### src/rtl/id_pkg.sv
// Shared decode definitions for the ID stage.
// Opcodes, funct codes, bundle field widths and immediate helpers.
package id_pkg;

  localparam int INST_W  = 32;
  localparam int OP_W    = 6;
  localparam int FUNCT_W = 6;
  localparam int SHAMT_W = 5;
  localparam int IMM_W   = 16;
  localparam int FLD_W   = 5;

  // op_def
  localparam logic [OP_W-1:0] OP_SPECIAL = 6'b000000;
  localparam logic [OP_W-1:0] OP_ADDIU   = 6'b001001;
  localparam logic [OP_W-1:0] OP_ANDI    = 6'b001100;
  localparam logic [OP_W-1:0] OP_ORI     = 6'b001101;
  localparam logic [OP_W-1:0] OP_XORI    = 6'b001110;
  localparam logic [OP_W-1:0] OP_LUI     = 6'b001111;
  localparam logic [OP_W-1:0] OP_LW      = 6'b100011;

  // funct_def
  localparam logic [FUNCT_W-1:0] FUNCT_NOP  = 6'b000000;
  localparam logic [FUNCT_W-1:0] FUNCT_ADDU = 6'b100001;
  localparam logic [FUNCT_W-1:0] FUNCT_AND  = 6'b100100;
  localparam logic [FUNCT_W-1:0] FUNCT_OR   = 6'b100101;
  localparam logic [FUNCT_W-1:0] FUNCT_XOR  = 6'b100110;

  typedef enum logic [2:0] {
    OP2_NONE,
    OP2_RT,
    OP2_ZEXT,
    OP2_SEXT,
    OP2_LUI
  } op2_sel_e;

  function automatic logic [INST_W-1:0] zext_imm(
    input logic [IMM_W-1:0] imm
  );
    return {{(INST_W-IMM_W){1'b0}}, imm};
  endfunction

  function automatic logic [INST_W-1:0] sext_imm(
    input logic [IMM_W-1:0] imm
  );
    return {{(INST_W-IMM_W){imm[IMM_W-1]}}, imm};
  endfunction

  function automatic logic [INST_W-1:0] lui_imm(
    input logic [IMM_W-1:0] imm
  );
    return {imm, {(INST_W-IMM_W){1'b0}}};
  endfunction

endpackage

### src/rtl/id_stage_pipe_operand_fwd_mux.sv
// Per-read-port operand source select.
// $0 reads zero, then EX, then MEM, then RegFile.
module operand_fwd_mux #(
  parameter int DATA_WIDTH     = 32,
  parameter int REG_ADDR_WIDTH = 5,
  parameter bit FWD_EN         = 1'b1
) (
  input  logic                      rd_en,
  input  logic [REG_ADDR_WIDTH-1:0] rd_addr,
  input  logic [DATA_WIDTH-1:0]     rf_data,
  input  logic                      ex_en,
  input  logic [REG_ADDR_WIDTH-1:0] ex_addr,
  input  logic [DATA_WIDTH-1:0]     ex_data,
  input  logic                      mem_en,
  input  logic [REG_ADDR_WIDTH-1:0] mem_addr,
  input  logic [DATA_WIDTH-1:0]     mem_data,
  output logic [DATA_WIDTH-1:0]     operand
);

  logic is_zero;
  logic ex_hit;
  logic mem_hit;

  assign is_zero = !rd_en || (rd_addr == '0);
  assign ex_hit  = FWD_EN && ex_en && (ex_addr == rd_addr);
  assign mem_hit = FWD_EN && mem_en && (mem_addr == rd_addr);

  // EX is the younger result, so it shadows MEM
  always_comb begin
    operand = rf_data;
    if (is_zero)
      operand = '0;
    else if (ex_hit)
      operand = ex_data;
    else if (mem_hit)
      operand = mem_data;
  end

endmodule

### src/rtl/id_stage_pipe.sv
// Pipelined decode stage with forwarding and a registered
// ID/EX boundary guarded by valid/ready on both sides.
module id_stage_pipe
  import id_pkg::*;
#(
  parameter int DATA_WIDTH     = 32,
  parameter int ADDR_WIDTH     = 32,
  parameter int REG_ADDR_WIDTH = 5,
  parameter bit FWD_EN         = 1'b1
) (
  input  logic                      clk,
  input  logic                      rst,
  input  logic                      in_valid,
  output logic                      in_ready,
  input  logic [ADDR_WIDTH-1:0]     in_addr,
  input  logic [INST_W-1:0]         in_inst,
  input  logic                      flush,
  output logic                      reg_read_en_1,
  output logic                      reg_read_en_2,
  output logic [REG_ADDR_WIDTH-1:0] reg_addr_1,
  output logic [REG_ADDR_WIDTH-1:0] reg_addr_2,
  input  logic [DATA_WIDTH-1:0]     reg_data_1,
  input  logic [DATA_WIDTH-1:0]     reg_data_2,
  input  logic                      ex_fwd_en,
  input  logic [REG_ADDR_WIDTH-1:0] ex_fwd_addr,
  input  logic [DATA_WIDTH-1:0]     ex_fwd_data,
  input  logic                      mem_fwd_en,
  input  logic [REG_ADDR_WIDTH-1:0] mem_fwd_addr,
  input  logic [DATA_WIDTH-1:0]     mem_fwd_data,
  output logic                      out_valid,
  input  logic                      out_ready,
  output logic [ADDR_WIDTH-1:0]     out_addr,
  output logic [FUNCT_W-1:0]        funct,
  output logic [DATA_WIDTH-1:0]     operand_1,
  output logic [DATA_WIDTH-1:0]     operand_2,
  output logic [SHAMT_W-1:0]        shamt,
  output logic                      write_reg_en,
  output logic [REG_ADDR_WIDTH-1:0] write_reg_addr,
  output logic                      is_load
);

  typedef struct packed {
    logic                      valid;
    logic [ADDR_WIDTH-1:0]     addr;
    logic [FUNCT_W-1:0]        funct;
    logic [DATA_WIDTH-1:0]     op1;
    logic [DATA_WIDTH-1:0]     op2;
    logic [SHAMT_W-1:0]        shamt;
    logic                      wen;
    logic [REG_ADDR_WIDTH-1:0] waddr;
    logic                      is_load;
  } id_ex_t;

  localparam id_ex_t BUBBLE = '{
    valid:   1'b0,
    addr:    '0,
    funct:   FUNCT_NOP,
    op1:     '0,
    op2:     '0,
    shamt:   '0,
    wen:     1'b0,
    waddr:   '0,
    is_load: 1'b0
  };

  logic [OP_W-1:0]           op;
  logic [REG_ADDR_WIDTH-1:0] rs;
  logic [REG_ADDR_WIDTH-1:0] rt;
  logic [REG_ADDR_WIDTH-1:0] rd;
  logic [SHAMT_W-1:0]        sa;
  logic [FUNCT_W-1:0]        fn;
  logic [IMM_W-1:0]          imm;

  assign op  = in_inst[31:26];
  assign rs  = REG_ADDR_WIDTH'(in_inst[25:21]);
  assign rt  = REG_ADDR_WIDTH'(in_inst[20:16]);
  assign rd  = REG_ADDR_WIDTH'(in_inst[15:11]);
  assign sa  = in_inst[10:6];
  assign fn  = in_inst[5:0];
  assign imm = in_inst[15:0];

  logic is_special;
  logic is_logic;
  logic is_addiu;
  logic is_lui;
  logic is_lw;

  assign is_special = op == OP_SPECIAL;
  assign is_logic   = (op == OP_ORI) || (op == OP_ANDI)
                   || (op == OP_XORI);
  assign is_addiu   = op == OP_ADDIU;
  assign is_lui     = op == OP_LUI;
  assign is_lw      = op == OP_LW;

  logic                      dec_re1;
  logic                      dec_re2;
  logic [FUNCT_W-1:0]        dec_funct;
  logic [SHAMT_W-1:0]        dec_shamt;
  logic                      dec_wen;
  logic [REG_ADDR_WIDTH-1:0] dec_waddr;
  logic                      dec_load;
  op2_sel_e                  dec_op2;

  // Opcode decode: read ports, ALU funct, destination
  always_comb begin
    dec_re1   = 1'b0;
    dec_re2   = 1'b0;
    dec_funct = FUNCT_NOP;
    dec_shamt = '0;
    dec_wen   = 1'b0;
    dec_waddr = '0;
    dec_load  = 1'b0;
    dec_op2   = OP2_NONE;
    unique case (1'b1)
      is_special: begin
        dec_re1   = 1'b1;
        dec_re2   = 1'b1;
        dec_funct = fn;
        dec_shamt = sa;
        dec_wen   = 1'b1;
        dec_waddr = rd;
        dec_op2   = OP2_RT;
      end
      is_logic: begin
        dec_re1   = 1'b1;
        dec_wen   = 1'b1;
        dec_waddr = rt;
        dec_op2   = OP2_ZEXT;
        unique case (1'b1)
          op == OP_ANDI: dec_funct = FUNCT_AND;
          op == OP_XORI: dec_funct = FUNCT_XOR;
          default:       dec_funct = FUNCT_OR;
        endcase
      end
      is_addiu: begin
        dec_re1   = 1'b1;
        dec_funct = FUNCT_ADDU;
        dec_wen   = 1'b1;
        dec_waddr = rt;
        dec_op2   = OP2_SEXT;
      end
      is_lui: begin
        dec_funct = FUNCT_OR;
        dec_wen   = 1'b1;
        dec_waddr = rt;
        dec_op2   = OP2_LUI;
      end
      is_lw: begin
        dec_re1   = 1'b1;
        dec_funct = FUNCT_ADDU;
        dec_wen   = 1'b1;
        dec_waddr = rt;
        dec_load  = 1'b1;
        dec_op2   = OP2_SEXT;
      end
      default: begin
      end
    endcase
  end

  assign reg_read_en_1 = !rst && dec_re1;
  assign reg_read_en_2 = !rst && dec_re2;
  assign reg_addr_1    = reg_read_en_1 ? rs : '0;
  assign reg_addr_2    = reg_read_en_2 ? rt : '0;

  logic [DATA_WIDTH-1:0] fwd_1;
  logic [DATA_WIDTH-1:0] fwd_2;

  operand_fwd_mux #(
    .DATA_WIDTH     (DATA_WIDTH),
    .REG_ADDR_WIDTH (REG_ADDR_WIDTH),
    .FWD_EN         (FWD_EN)
  ) u_fwd_1 (
    .rd_en    (reg_read_en_1),
    .rd_addr  (reg_addr_1),
    .rf_data  (reg_data_1),
    .ex_en    (ex_fwd_en),
    .ex_addr  (ex_fwd_addr),
    .ex_data  (ex_fwd_data),
    .mem_en   (mem_fwd_en),
    .mem_addr (mem_fwd_addr),
    .mem_data (mem_fwd_data),
    .operand  (fwd_1)
  );

  operand_fwd_mux #(
    .DATA_WIDTH     (DATA_WIDTH),
    .REG_ADDR_WIDTH (REG_ADDR_WIDTH),
    .FWD_EN         (FWD_EN)
  ) u_fwd_2 (
    .rd_en    (reg_read_en_2),
    .rd_addr  (reg_addr_2),
    .rf_data  (reg_data_2),
    .ex_en    (ex_fwd_en),
    .ex_addr  (ex_fwd_addr),
    .ex_data  (ex_fwd_data),
    .mem_en   (mem_fwd_en),
    .mem_addr (mem_fwd_addr),
    .mem_data (mem_fwd_data),
    .operand  (fwd_2)
  );

  logic [DATA_WIDTH-1:0] imm_z;
  logic [DATA_WIDTH-1:0] imm_s;
  logic [DATA_WIDTH-1:0] imm_u;
  logic [DATA_WIDTH-1:0] op2_val;

  assign imm_z = DATA_WIDTH'(zext_imm(imm));
  assign imm_s = DATA_WIDTH'($signed(sext_imm(imm)));
  assign imm_u = DATA_WIDTH'(lui_imm(imm));

  // Second operand: register, or one of the immediate forms
  always_comb begin
    op2_val = '0;
    unique case (dec_op2)
      OP2_RT:   op2_val = fwd_2;
      OP2_ZEXT: op2_val = imm_z;
      OP2_SEXT: op2_val = imm_s;
      OP2_LUI:  op2_val = imm_u;
      default:  op2_val = '0;
    endcase
  end

  id_ex_t d;
  id_ex_t q;

  assign d = '{
    valid:   1'b1,
    addr:    in_addr,
    funct:   dec_funct,
    op1:     fwd_1,
    op2:     op2_val,
    shamt:   dec_shamt,
    wen:     dec_wen,
    waddr:   dec_waddr,
    is_load: dec_load
  };

  logic ld_hit_1;
  logic ld_hit_2;
  logic hazard;
  logic adv;
  logic accept;

  // A load still in ID/EX cannot feed a reader yet
  assign ld_hit_1 = reg_read_en_1 && (reg_addr_1 == q.waddr);
  assign ld_hit_2 = reg_read_en_2 && (reg_addr_2 == q.waddr);
  assign hazard   = q.valid && q.is_load && q.wen
                 && (q.waddr != '0) && (ld_hit_1 || ld_hit_2);
  assign adv      = !q.valid || out_ready;
  assign in_ready = !rst && adv && !hazard && !flush;
  assign accept   = in_valid && in_ready;

  // ID/EX boundary: load on advance, hold under backpressure
  always_ff @(posedge clk) begin
    if (rst)
      q <= BUBBLE;
    else if (flush)
      q <= BUBBLE;
    else if (adv)
      q <= accept ? d : BUBBLE;
  end

  assign out_valid      = q.valid;
  assign out_addr       = q.addr;
  assign funct          = q.funct;
  assign operand_1      = q.op1;
  assign operand_2      = q.op2;
  assign shamt          = q.shamt;
  assign write_reg_en   = q.wen;
  assign write_reg_addr = q.waddr;
  assign is_load        = q.is_load;

endmodule

### config.mk
export PLATFORM = sky130hd
export DESIGN_NAME = id_stage_pipe
export DESIGN_NICKNAME = d
export VERILOG_FILES = /design/src/rtl/id_pkg.sv /design/src/rtl/id_stage_pipe_operand_fwd_mux.sv /design/src/rtl/id_stage_pipe.sv
export SDC_FILE = /design/constraint.sdc
export NUM_CORES = 1
export LEC_CHECK = 0
export ABC_CLOCK_PERIOD_IN_PS = 9200
export BUFFER_PORTS_ARGS = -buffer_cell sky130_fd_sc_hd__clkbuf_2
export CORE_AREA = 4 4 129 131
export DETAILED_ROUTE_END_ITERATION = 10
export DIE_AREA = 0 0 133 135
export GPL_TIMING_DRIVEN = 0
export PLACE_DENSITY = 0.75
export SYNTH_ARGS = -nofsm -noshare
export SYNTH_HDL_FRONTEND = slang
export SYNTH_SLANG_ARGS = --single-unit
### constraint.sdc
create_clock -name clk -period 9.2 [get_ports clk]
set_clock_uncertainty 0.05 [all_clocks]
set_input_delay 2.76 -clock clk [delete_from_list [all_inputs] [get_ports clk]]
set_output_delay 2.76 -clock clk [all_outputs]
set_load 0.1 [all_outputs]
==> out/results.txt, run 1 <==
status = finished clean
Max rail drop VDD = 0.000123 V
most frequent cells in the layout = clkbuf_2, dfxtp_1, nor2_1
Fillers = 1,480
gpl congestion = 0.979
final setup margin = 1.46 ns
synthesized net count = 1,012
maxcap violations = 0
Vias per Instance = 5.92
Clk pin slew, worst setup/hold paths = 0.05 ns
postcts setup bufs = 0
critical path arrival = 4.93 ns
most common cell after layout, fill and taps aside = clkbuf_2
FMAX = 0.129 GHz
fin crit share = 84.2%
Post-Place Cells = 1,343
Reg2Reg Setup Slack = 6.29 ns
Vert. Die Dim = 135 um
endpoints failing setup = 0
Post-DP HPWL = 23,600 um
Area Growth Syn to Fin = 37.5%
CTS tree = done
Leakage = 0.00372 uW
crit path from = in_inst[26]
All-Layer GR Usage = 31.7%
worst-margin pin slew = 0.854 ns
I/O pin count = 337
initial core utilization = 43.1%
wire length per cell = 21.7 um
TNS Setup = 0 ns
largest net degree at the start of global routing = 17
ratio of cells with drive above 1 in the final layout = 35.8%
core area = 15,600 um2
register area = 2300 um2
Num CTS Buffers = 17
depth of the CTS H-tree = 4
CP Capture Type = output port
register area share after synthesis = 34.2%
RSZ-0062 raised after global routing = no
CTS Root Cell = clkbuf_16
DRC Markers = 0
initial DRC count = 795
vias in the first global route = 7,773
final total power = 1420 uW
max-slew violations = 0
crit-path cells = buf_2 -> or4_1 -> buf_2 -> a31o_4 -> a2111oi_4 -> a31oi_1 -> nor2_1 -> nor3_1 -> clkbuf_2
CP Max Fanout = 9
clock latency on the worst-skew pair = 0.41 ns
Async S/R FF share, synth = 0%
HP Class = reg2reg
cts-stage hold buffer count = 0
post-place setup slack = 1.47 ns
hold_sp = operand_1[10]
most used cell, CP = buf_2
Port Buffers = 324
DRT Pass-1 Iters = 7
Syn. warnings = 0
critical path class = in2out
via count = 8,136
Final Hold Vio Count = 0
#FFs+latches synth = 115
Post-synth EDFFs = 0
first-pass GRT wire length = 44,600 um
Final Non-Filler Cells = 1,374
die area = 18,000 um2
CTS Buffer Depth = 2
Cell variety after synth = 59
hold_ws = 0.393 ns
row count = 46
worst r2r src = write_reg_addr[0]
Cell Area, Synth = 6730 um2
Worst setup SP type = primary input
Multi-input gate area = 4040 um2
Resize count post-CTS = 0
dominant synthesized flop cell = dfxtp_1
ANT nets after route = 0
GR Overflow Total = 0
CP required = 6.39 ns
slowest CP cell = or4_1
CP peak stage delay = 0.49 ns
Synth Instances = 803
die width = 133 um
Post-Route WL = 29,800 um
relative slew slack = 42.7%
NumNets Final = 1,355
initial antenna violation count = 0
PD cells = 154 nW/um2
antenna diode count = 0
Synth Area per Inst = 8.38 um2
final worst path period need = 7.74 ns
clock sinks = 115
final cells by class:
type                    instances  share of cell area, %
multi-input cells             599                   43.7
flip-flops and latches        115                   24.9
repair buffers                324                   17.5
clock buffers                  23                   5.49
plain buffers                  85                   4.04
well taps                     216                   2.92
clock inverters                 8                   1.33
inverters                       4                  0.162
cell usage after synthesis, types with 6 or more instances:
cell | n | area [um2]
a221oi_1 | 31 | 272
a211o_1 | 31 | 272
nand3_1 | 7 | 35.0
a22oi_1 | 62 | 465
mux2i_1 | 32 | 320
nor2_1 | 100 | 375
o21ai_0 | 46 | 230
xnor2_1 | 15 | 131
dfxtp_1 | 115 | 2300
nor4bb_1 | 8 | 80.1
a31oi_1 | 10 | 62.6
nor3_1 | 10 | 50.1
nor4b_1 | 28 | 245
clkbuf_1 | 61 | 229
a211oi_2 | 32 | 400
o21ai_1 | 46 | 230
buf_2 | 14 | 70.1
and2_1 | 6 | 37.5
nand2_1 | 56 | 210
a21oi_1 | 7 | 35.0
final timing paths:
check / endpoint / depth (start not counted)
min reg2reg: operand_1[10] / 2
max: in_ready / 9
min: operand_1[10] / 2
max reg2reg: operand_2[14] / 9
critical path: cells and delay by family:
kind	cells	cell delay, ns
simple gates	3	0.68
compound gates	3	0.74
buf+inv	3	0.74
state kept, by name, summed over array words and instances (netlist names):
| signal | cells |
|---|---|
| operand_2 | 32 |
| write_reg_en | 1 |
| operand_1 | 32 |
| is_load | 1 |
| out_addr | 32 |
| write_reg_addr | 5 |
| funct | 6 |
| shamt | 5 |
| out_valid | 1 |
per-stage QoR:
step / utilization (%) / area, um2
3_3_place_gp: 55.3 / 8620
6_report: 59.3 / 9250
5_1_grt: 59.3 / 9250
3_5_place_dp: 55.3 / 8620
4_1_cts: 59.3 / 9250
2_1_floorplan: - / 6730
report_power, final:
group          switching (uW)  leakage, uW  internal [uW]  total (uW)
logic                     136      0.00249           72.1         208
clock network             244     0.000303            467         711
registers                2.37     0.000927            502         505
layer usage:
layer	up-vias	wire, um	share of wire [%]	track usage, %
li1	3726	-	-	-
met1	3844	11500	38	37.9
met2	500	14100	47	53.2
met3	66	3190	11	9.39
met4	0	1100	3.7	13.4
met5	-	0	0	0
cells by family after synthesis:
family	Yosys count	share of synthesized area, %
AOI/OAI and AO/OA	299	34.0
xor gates and xnor gates	20	2.60
buffers and inverters	89	5.78
DFF	115	34.2
muxes	32	4.76
and+or+nand+nor	248	18.6
No activity file was read; power rests on OpenSTA's default activity.
==> run 2, diff against run 1 <==
--- a/config.mk
+++ b/config.mk
@@ -5,13 +5,14 @@
 export SDC_FILE = /design/constraint.sdc
 export NUM_CORES = 1
 export LEC_CHECK = 0
-export ABC_CLOCK_PERIOD_IN_PS = 9200
+export ABC_AREA = 1
+export ABC_CLOCK_PERIOD_IN_PS = 7080
 export BUFFER_PORTS_ARGS = -buffer_cell sky130_fd_sc_hd__clkbuf_2
-export CORE_AREA = 4 4 129 131
+export CORE_MARGIN = 4
+export CORE_UTILIZATION = 44
 export DETAILED_ROUTE_END_ITERATION = 10
-export DIE_AREA = 0 0 133 135
 export GPL_TIMING_DRIVEN = 0
-export PLACE_DENSITY = 0.75
+export PLACE_DENSITY = 0.77
 export SYNTH_ARGS = -nofsm -noshare
 export SYNTH_HDL_FRONTEND = slang
 export SYNTH_SLANG_ARGS = --single-unit
==> constraint.sdc (replaced) <==
create_clock -name clk -period 7.08 [get_ports clk]
set_clock_uncertainty 0.05 [all_clocks]
set_input_delay 2.124 -clock clk [delete_from_list [all_inputs] [get_ports clk]]
set_output_delay 2.124 -clock clk [all_outputs]
set_load 0.1 [all_outputs]
==> out/results.txt, run 2 <==
Synth area leaders = dfxtp_1, nand2_1, a21oi_1
top-count cell post-synth = nand2_1
maxcap violations = 0 (unchanged)
initial core utilization = 45.0% (+1.8 points)
DRC Markers = 0 (unchanged)
#FFs+latches synth = 115 (unchanged)
Async S/R FF share, synth = 0% (unchanged)
worst reg2reg path depth = 6 (-3)
Area Growth Syn to Fin = 34.3%
register area share after synthesis = 30.9% (-3.4 points)
most used cell, CP = nand2_1
Syn. warnings = 0 (unchanged)
clock sinks = 115 (unchanged)
Clk pin slew, worst setup/hold paths = 0.05 ns (about the same)
Cell Area, Synth = 7460 um2 (+11%)
CTS Buffer Depth = 2 (unchanged)
Worst setup SP type = primary input
CTS Root Cell = clkbuf_16
status = finished clean
gpl congestion = 0.930 (-5.0%)
critical path arrival = 4.03 ns (-0.90 ns)
All-Layer GR Usage = 31.0% (-0.73 points)
ratio of cells with drive above 1 in the final layout = 30.4% (-5.3 points)
I/O pin count = 337 (unchanged)
TNS Setup = 0 ns (unchanged)
FMAX = 0.161 GHz
worst r2r src = out_valid
fin crit share = 87.6%
ANT nets after route = 0 (unchanged)
Reg2Reg Setup Slack = 4.39 ns (-1.90 ns)
post-synth top area cell = dfxtp_1
endpoints failing setup = 0 (unchanged)
slowest CP cell = clkbuf_2
hold_ws = 0.412 ns (+0.0193 ns)
Critical Path Sink = in_ready
Post-synth EDFFs = 0 (unchanged)
CP Max Fanout = 6 (-3)
Post-DP HPWL = 24,800 um (+5.1%)
HP Class = reg2reg
CP required = 4.91 ns (-1.48 ns)
largest net degree at the start of global routing = 17 (unchanged)
most frequent cells in the layout = nand2_1, clkbuf_2, a21oi_1, dfxtp_1, inv_1
Final Non-Filler Cells = 1,808 (+32%)
Vias per Instance = 5.25 (-11%)
relative slew slack = 45.6% (+3.0 points)
die width = 138 um (+3.9%)
final worst path period need = 6.20 ns
Synth top cells by count = nand2_1, a21oi_1, dfxtp_1
PD cells = 180 nW/um2 (+17%)
dominant synthesized flop cell = dfxtp_1
Resize count post-CTS = 0 (unchanged)
area share of the largest cell type after synthesis = 30.9% (-3.4 points)
core area = 16,600 um2 (+6.3%)
Post-Place Cells = 1,776 (+32%)
GR Overflow Total = 0 (unchanged)
synthesized net count = 1,429 (+41%)
via count = 9,499 (+17%)
Reg-to-Reg End = shamt[3]
vias in the first global route = 9,299 (+20%)
CP Capture Type = output port
post-place setup slack = 0.890 ns (-0.582 ns)
Max rail drop VDD = 0.000177 V (+44%)
most common cell after layout, fill and taps aside = nand2_1
die area = 19,100 um2 (+6.4%)
depth of the CTS H-tree = 4 (unchanged)
RSZ-0062 raised after global routing = no
row count = 47 (+2.2%)
Vert. Die Dim = 138 um (+2.4%)
final setup margin = 0.879 ns (-0.577 ns)
Synth Instances = 1,220 (+52%)
Synth Area per Inst = 6.12 um2 (-27%)
DRT Pass-1 Iters = 6 (-1)
Cell variety after synth = 33 (-44%)
initial DRC count = 870 (+9.4%)
design area = 10,000 um2 (+8.3%)
Post-Route WL = 30,700 um (+2.9%)
NumNets Final = 1,784 (+32%)
Final Hold Vio Count = 0 (unchanged)
Leakage = 0.00504 uW (+35%)
wire length per cell = 17.0 um (-22%)
antenna diode count = 0 (unchanged)
CP peak stage delay = 0.37 ns (-0.12 ns)
CTS tree = done
max-slew violations = 0 (unchanged)
worst-margin pin slew = 0.813 ns (-0.0417 ns)
DP Area = 9420 um2 (+9.2%)
clock latency on the worst-skew pair = 0.41 ns (about the same)
crit path from = in_inst[27]
postcts setup bufs = 0 (unchanged)
Num CTS Buffers = 17 (unchanged)
critical path class = in2out
cts-stage hold buffer count = 0 (unchanged)
crit-path cells = clkbuf_2 -> nor2_2 -> nand3_4 -> nor2_4 -> nand2_1 -> inv_1 -> nand2_1 -> a21oi_1 -> nand2_1 -> nand2_1 -> nand2_2 -> nand2_1 -> inv_1 -> clkbuf_2
initial antenna violation count = 0 (unchanged)
Port Buffers = 336 (+3.7%)
first-pass GRT wire length = 47,800 um (+7.2%)
[run 2: cell types whose count changed in the layout (fill, tap and decap cells not counted), moves of 62 or more]
| cell | previous run | this run |
|---|---|---|
| nand2_1 | 56 | 456 |
| a21oi_1 | 7 | 115 |
| inv_1 | 4 | 103 |
| nand3_1 | 7 | 83 |
| nand4_1 | 2 | 73 |
| a22oi_1 | 62 | 0 |
[run 2: area by class of cell]
class                           count  area, um2
Tap cell                          220        275
Timing Repair Buffer              336       1680
Multi-Input combinational cell    910       4320
Buffer                             85        430
Sequential cell                   115       2300
Clock buffer                       18        439
Clock inverter                     14        166
Inverter                          110        413
Fill cell                        1651       6560
[run 2: cells by family after synthesis]
kind of cell	synth area share [%]
and+or+nand+nor	45.5
buffers and inverters	11.3
AOI/OAI and AO/OA	11.4
DFF	30.9
xor gates and xnor gates	0.939
[run 2: worst min-delay path by stage]
| stage | from | end | slack [ns] | cells past startpoint |
|---|---|---|---|---|
| 6_report | funct[3] | funct[3] | 0.41 | 2 |
| 5_1_grt | operand_2[23] | operand_2[23] | 0.43 | 2 |
| 4_1_cts | out_addr[1] | out_addr[1] | 0.41 | 2 |
| 3_5_place_dp | out_addr[1] | out_addr[1] | 0.40 | 2 |
| 3_3_place_gp | out_addr[21] | out_addr[21] | 0.40 | 2 |
| 2_1_floorplan | operand_1[0] | operand_1[0] | 0.86 | 2 |
[run 2: power by group]
| group | leakage (uW) | switching, uW | internal [uW] | total, uW |
|---|---|---|---|---|
| sequential | 0.000927 | 1.77 | 650 | 652 |
| combinational | 0.00381 | 177 | 88.8 | 266 |
| clock | 0.000301 | 350 | 540 | 890 |
[run 2: stage by stage]
| stage | power, uW | util [%] |
|---|---|---|
| 2_1_floorplan | 810 | - |
| 3_3_place_gp | 925 | 56.8 |
| 3_5_place_dp | 926 | 56.8 |
| 4_1_cts | 1810 | 60.4 |
| 5_1_grt | 1860 | 60.4 |
| 6_report | 1810 | 60.4 |
[run 2: layer usage]
| metal | track usage [%] | vias up | wire [um] |
|---|---|---|---|
| li1 | - | 4653 | - |
| met1 | 37.3 | 4192 | 11700 |
| met2 | 51.9 | 553 | 14300 |
| met3 | 7.29 | 101 | 3080 |
| met4 | 15.3 | 0 | 1510 |
| met5 | 0 | - | 0 |
[run 2: worst max-delay path: cells and delay by family]
kind,cells,cell delay (ns)
and+or+nand+nor,9,1.07
buffers and inverters,4,0.71
AOI/OAI and AO/OA,1,0.11
==> run 3, diff against run 2 <==
--- a/config.mk
+++ b/config.mk
@@ -9,10 +9,10 @@
 export ABC_CLOCK_PERIOD_IN_PS = 7080
 export BUFFER_PORTS_ARGS = -buffer_cell sky130_fd_sc_hd__clkbuf_2
 export CORE_MARGIN = 4
-export CORE_UTILIZATION = 44
+export CORE_UTILIZATION = 30
 export DETAILED_ROUTE_END_ITERATION = 10
 export GPL_TIMING_DRIVEN = 0
-export PLACE_DENSITY = 0.77
+export PLACE_DENSITY = 0.55
 export SYNTH_ARGS = -nofsm -noshare
 export SYNTH_HDL_FRONTEND = slang
 export SYNTH_SLANG_ARGS = --single-unit
==> out/results.txt, run 3 (synthesis gave the netlist of run 2 again) <==
status = finished clean
clock power share = 49.1% (-0.2 points)
most common cell after layout, fill and taps aside = nand2_1
ANT nets after route = 0 (unchanged)
endpoints failing setup = 0 (unchanged)
Int Power = 1220 uW (-4.8%)
critical path arrival = 4.10 ns (+0.07 ns)
Post-Route WL = 33,800 um (+10%)
DRC Markers = 0 (unchanged)
sequential share of power = 35.9% (-0.2 points)
GR Overflow Total = 0 (unchanged)
FMAX = 0.159 GHz (-1.2%)
initial core utilization = 30.6% (-14 points)
final setup margin = 0.807 ns (-0.0726 ns)
Comb power frac = 15.0% (+0.3 points)
crit path from = in_inst[27]
most used cell, CP = nand2_1
Resize count post-CTS = 0 (unchanged)
I/O pin count = 337 (unchanged)
relative slew slack = 35.3% (-10 points)
clock sinks = 115 (unchanged)
DRT Pass-1 Iters = 5 (-1)
CP required = 4.91 ns (about the same)
delay-heaviest family, CP = simple AND/OR/NAND/NOR gates
maxcap violations = 0 (unchanged)
vias in the first global route = 9,196 (-1.1%)
Port Buffers = 336 (unchanged)
crit-path cells = clkbuf_2 -> nor2_2 -> nand3_4 -> nor2_4 -> nand2_1 -> inv_1 -> nand2_1 -> a21oi_1 -> nand2_1 -> nand2_1 -> nand2_2 -> nand2_1 -> inv_1 -> clkbuf_2
Final Hold Vio Count = 0 (unchanged)
CP Max Fanout = 6 (unchanged)
final total power = 1810 uW (+0.37%)
Fillers = 2,763 (+67%)
Post-DP HPWL = 27,600 um (+11%)
first-pass GRT wire length = 51,400 um (+7.6%)
DP Area = 9550 um2 (+1.4%)
die width = 166 um (+20%)
NumNets Final = 1,784 (unchanged)
worst r2r src = out_valid
CP Capture Type = output port
PD cells = 179 nW/um2 (-0.94%)
final worst path period need = 6.27 ns (+0.0726 ns)
die area = 27,500 um2 (+44%)
Area Growth Syn to Fin = 36.1%
cts-stage hold buffer count = 0 (unchanged)
Vias per Instance = 4.87 (-7.2%)
Num CTS Buffers = 17 (unchanged)
TNS Setup = 0 ns (unchanged)
Max rail drop VDD = 0.000112 V (-37%)
hold_sp = operand_2[26]
Reg2Reg Setup Slack = 4.35 ns (-0.04 ns)
gpl congestion = 0.911 (-2.0%)
Worst setup SP type = primary input
initial antenna violation count = 2 (+2)
Vert. Die Dim = 166 um (+20%)
wire length per cell = 17.7 um (+4.4%)
fin crit share = 88.6% (+1.0 points)
CTS tree = done
via count = 9,319 (-1.9%)
design area = 10,200 um2 (+1.3%)
CTS Root Cell = clkbuf_16
initial DRC count = 687 (-21%)
Clk pin slew, worst setup/hold paths = 0.06 ns (about the same)
NetSw = 597 uW (+13%)
Buf/Inv on CP = 4 (unchanged)
All-Layer GR Usage = 23.7% (-7.3 points)
CTS Buffer Depth = 2 (unchanged)
CP peak stage delay = 0.37 ns (about the same)
Leakage = 0.00503 uW (-0.13%)
RSZ-0062 raised after global routing = no
max-slew violations = 0 (unchanged)
critical path class = in2out
switch share = 32.9% (+3.6 points)
hold_ws = 0.415 ns (+0.00222 ns)
worst-margin pin slew = 0.966 ns (+0.154 ns)
depth of the CTS H-tree = 4 (unchanged)
slowest CP cell = clkbuf_2
largest net degree at the start of global routing = 17 (unchanged)
antenna diode count = 0 (unchanged)
post-place setup slack = 0.807 ns (-0.0831 ns)
core area = 24,400 um2 (+47%)
clock latency on the worst-skew pair = 0.43 ns (+0.02 ns)
most frequent cells in the layout = nand2_1, clkbuf_2, a21oi_1, dfxtp_1, inv_1
postcts setup bufs = 0 (unchanged)
HP Class = reg2reg
ratio of cells with drive above 1 in the final layout = 30.4% (unchanged)
row count = 57 (+21%)
[run 3: path summary, 6_finish.rpt]
| check | end | cells after the start |
|---|---|---|
| max reg2reg | shamt[1] | 6 |
| max | in_ready | 14 |
| min | operand_2[26] | 2 |
| min reg2reg | operand_2[26] | 2 |
[run 3: metrics by stage]
stage                     cells  util (%)
after floorplan            1220         -
after global placement     1880      39.2
after detailed placement   1880      39.2
after CTS                  1912      41.6
after global routing       1912      41.6
final                      1912      41.6
[run 3: power by group through the flow]
stage | Sequential [uW] | Clock, uW | Combinational [uW]
4_1_cts | 651 | 903 | 270
6_report | 651 | 892 | 272
2_1_floorplan | 685 | 0 | 124
3_3_place_gp | 666 | 0 | 269
3_5_place_dp | 666 | 0 | 268
5_1_grt | 651 | 934 | 297
[run 3: metal layers]
metal  vias up  wire length (um)  track usage (%)
met5         -                26                0
met4         4               896             7.32
met3        56              2790             6.12
met2       408             16000             40.1
met1      4210             14200             29.6
li1       4641                 -                -
[run 3: area by class of cell]
type | count | area, um2 | share of cell area [%]
Multi-Input combinational cell | 910 | 4320 | 42.5
Sequential cell | 115 | 2300 | 22.7
Timing Repair Buffer | 336 | 1680 | 16.6
Buffer | 85 | 430 | 4.24
Clock buffer | 17 | 425 | 4.19
Inverter | 110 | 413 | 4.07
Tap cell | 324 | 405 | 3.99
Clock inverter | 15 | 183 | 1.80
[run 3: worst min-delay path, stage by stage, from the launching register on]
cell and delay, ns:
dfxtp_1 0.31, nand2_1 0.06, a21oi_1 0.06
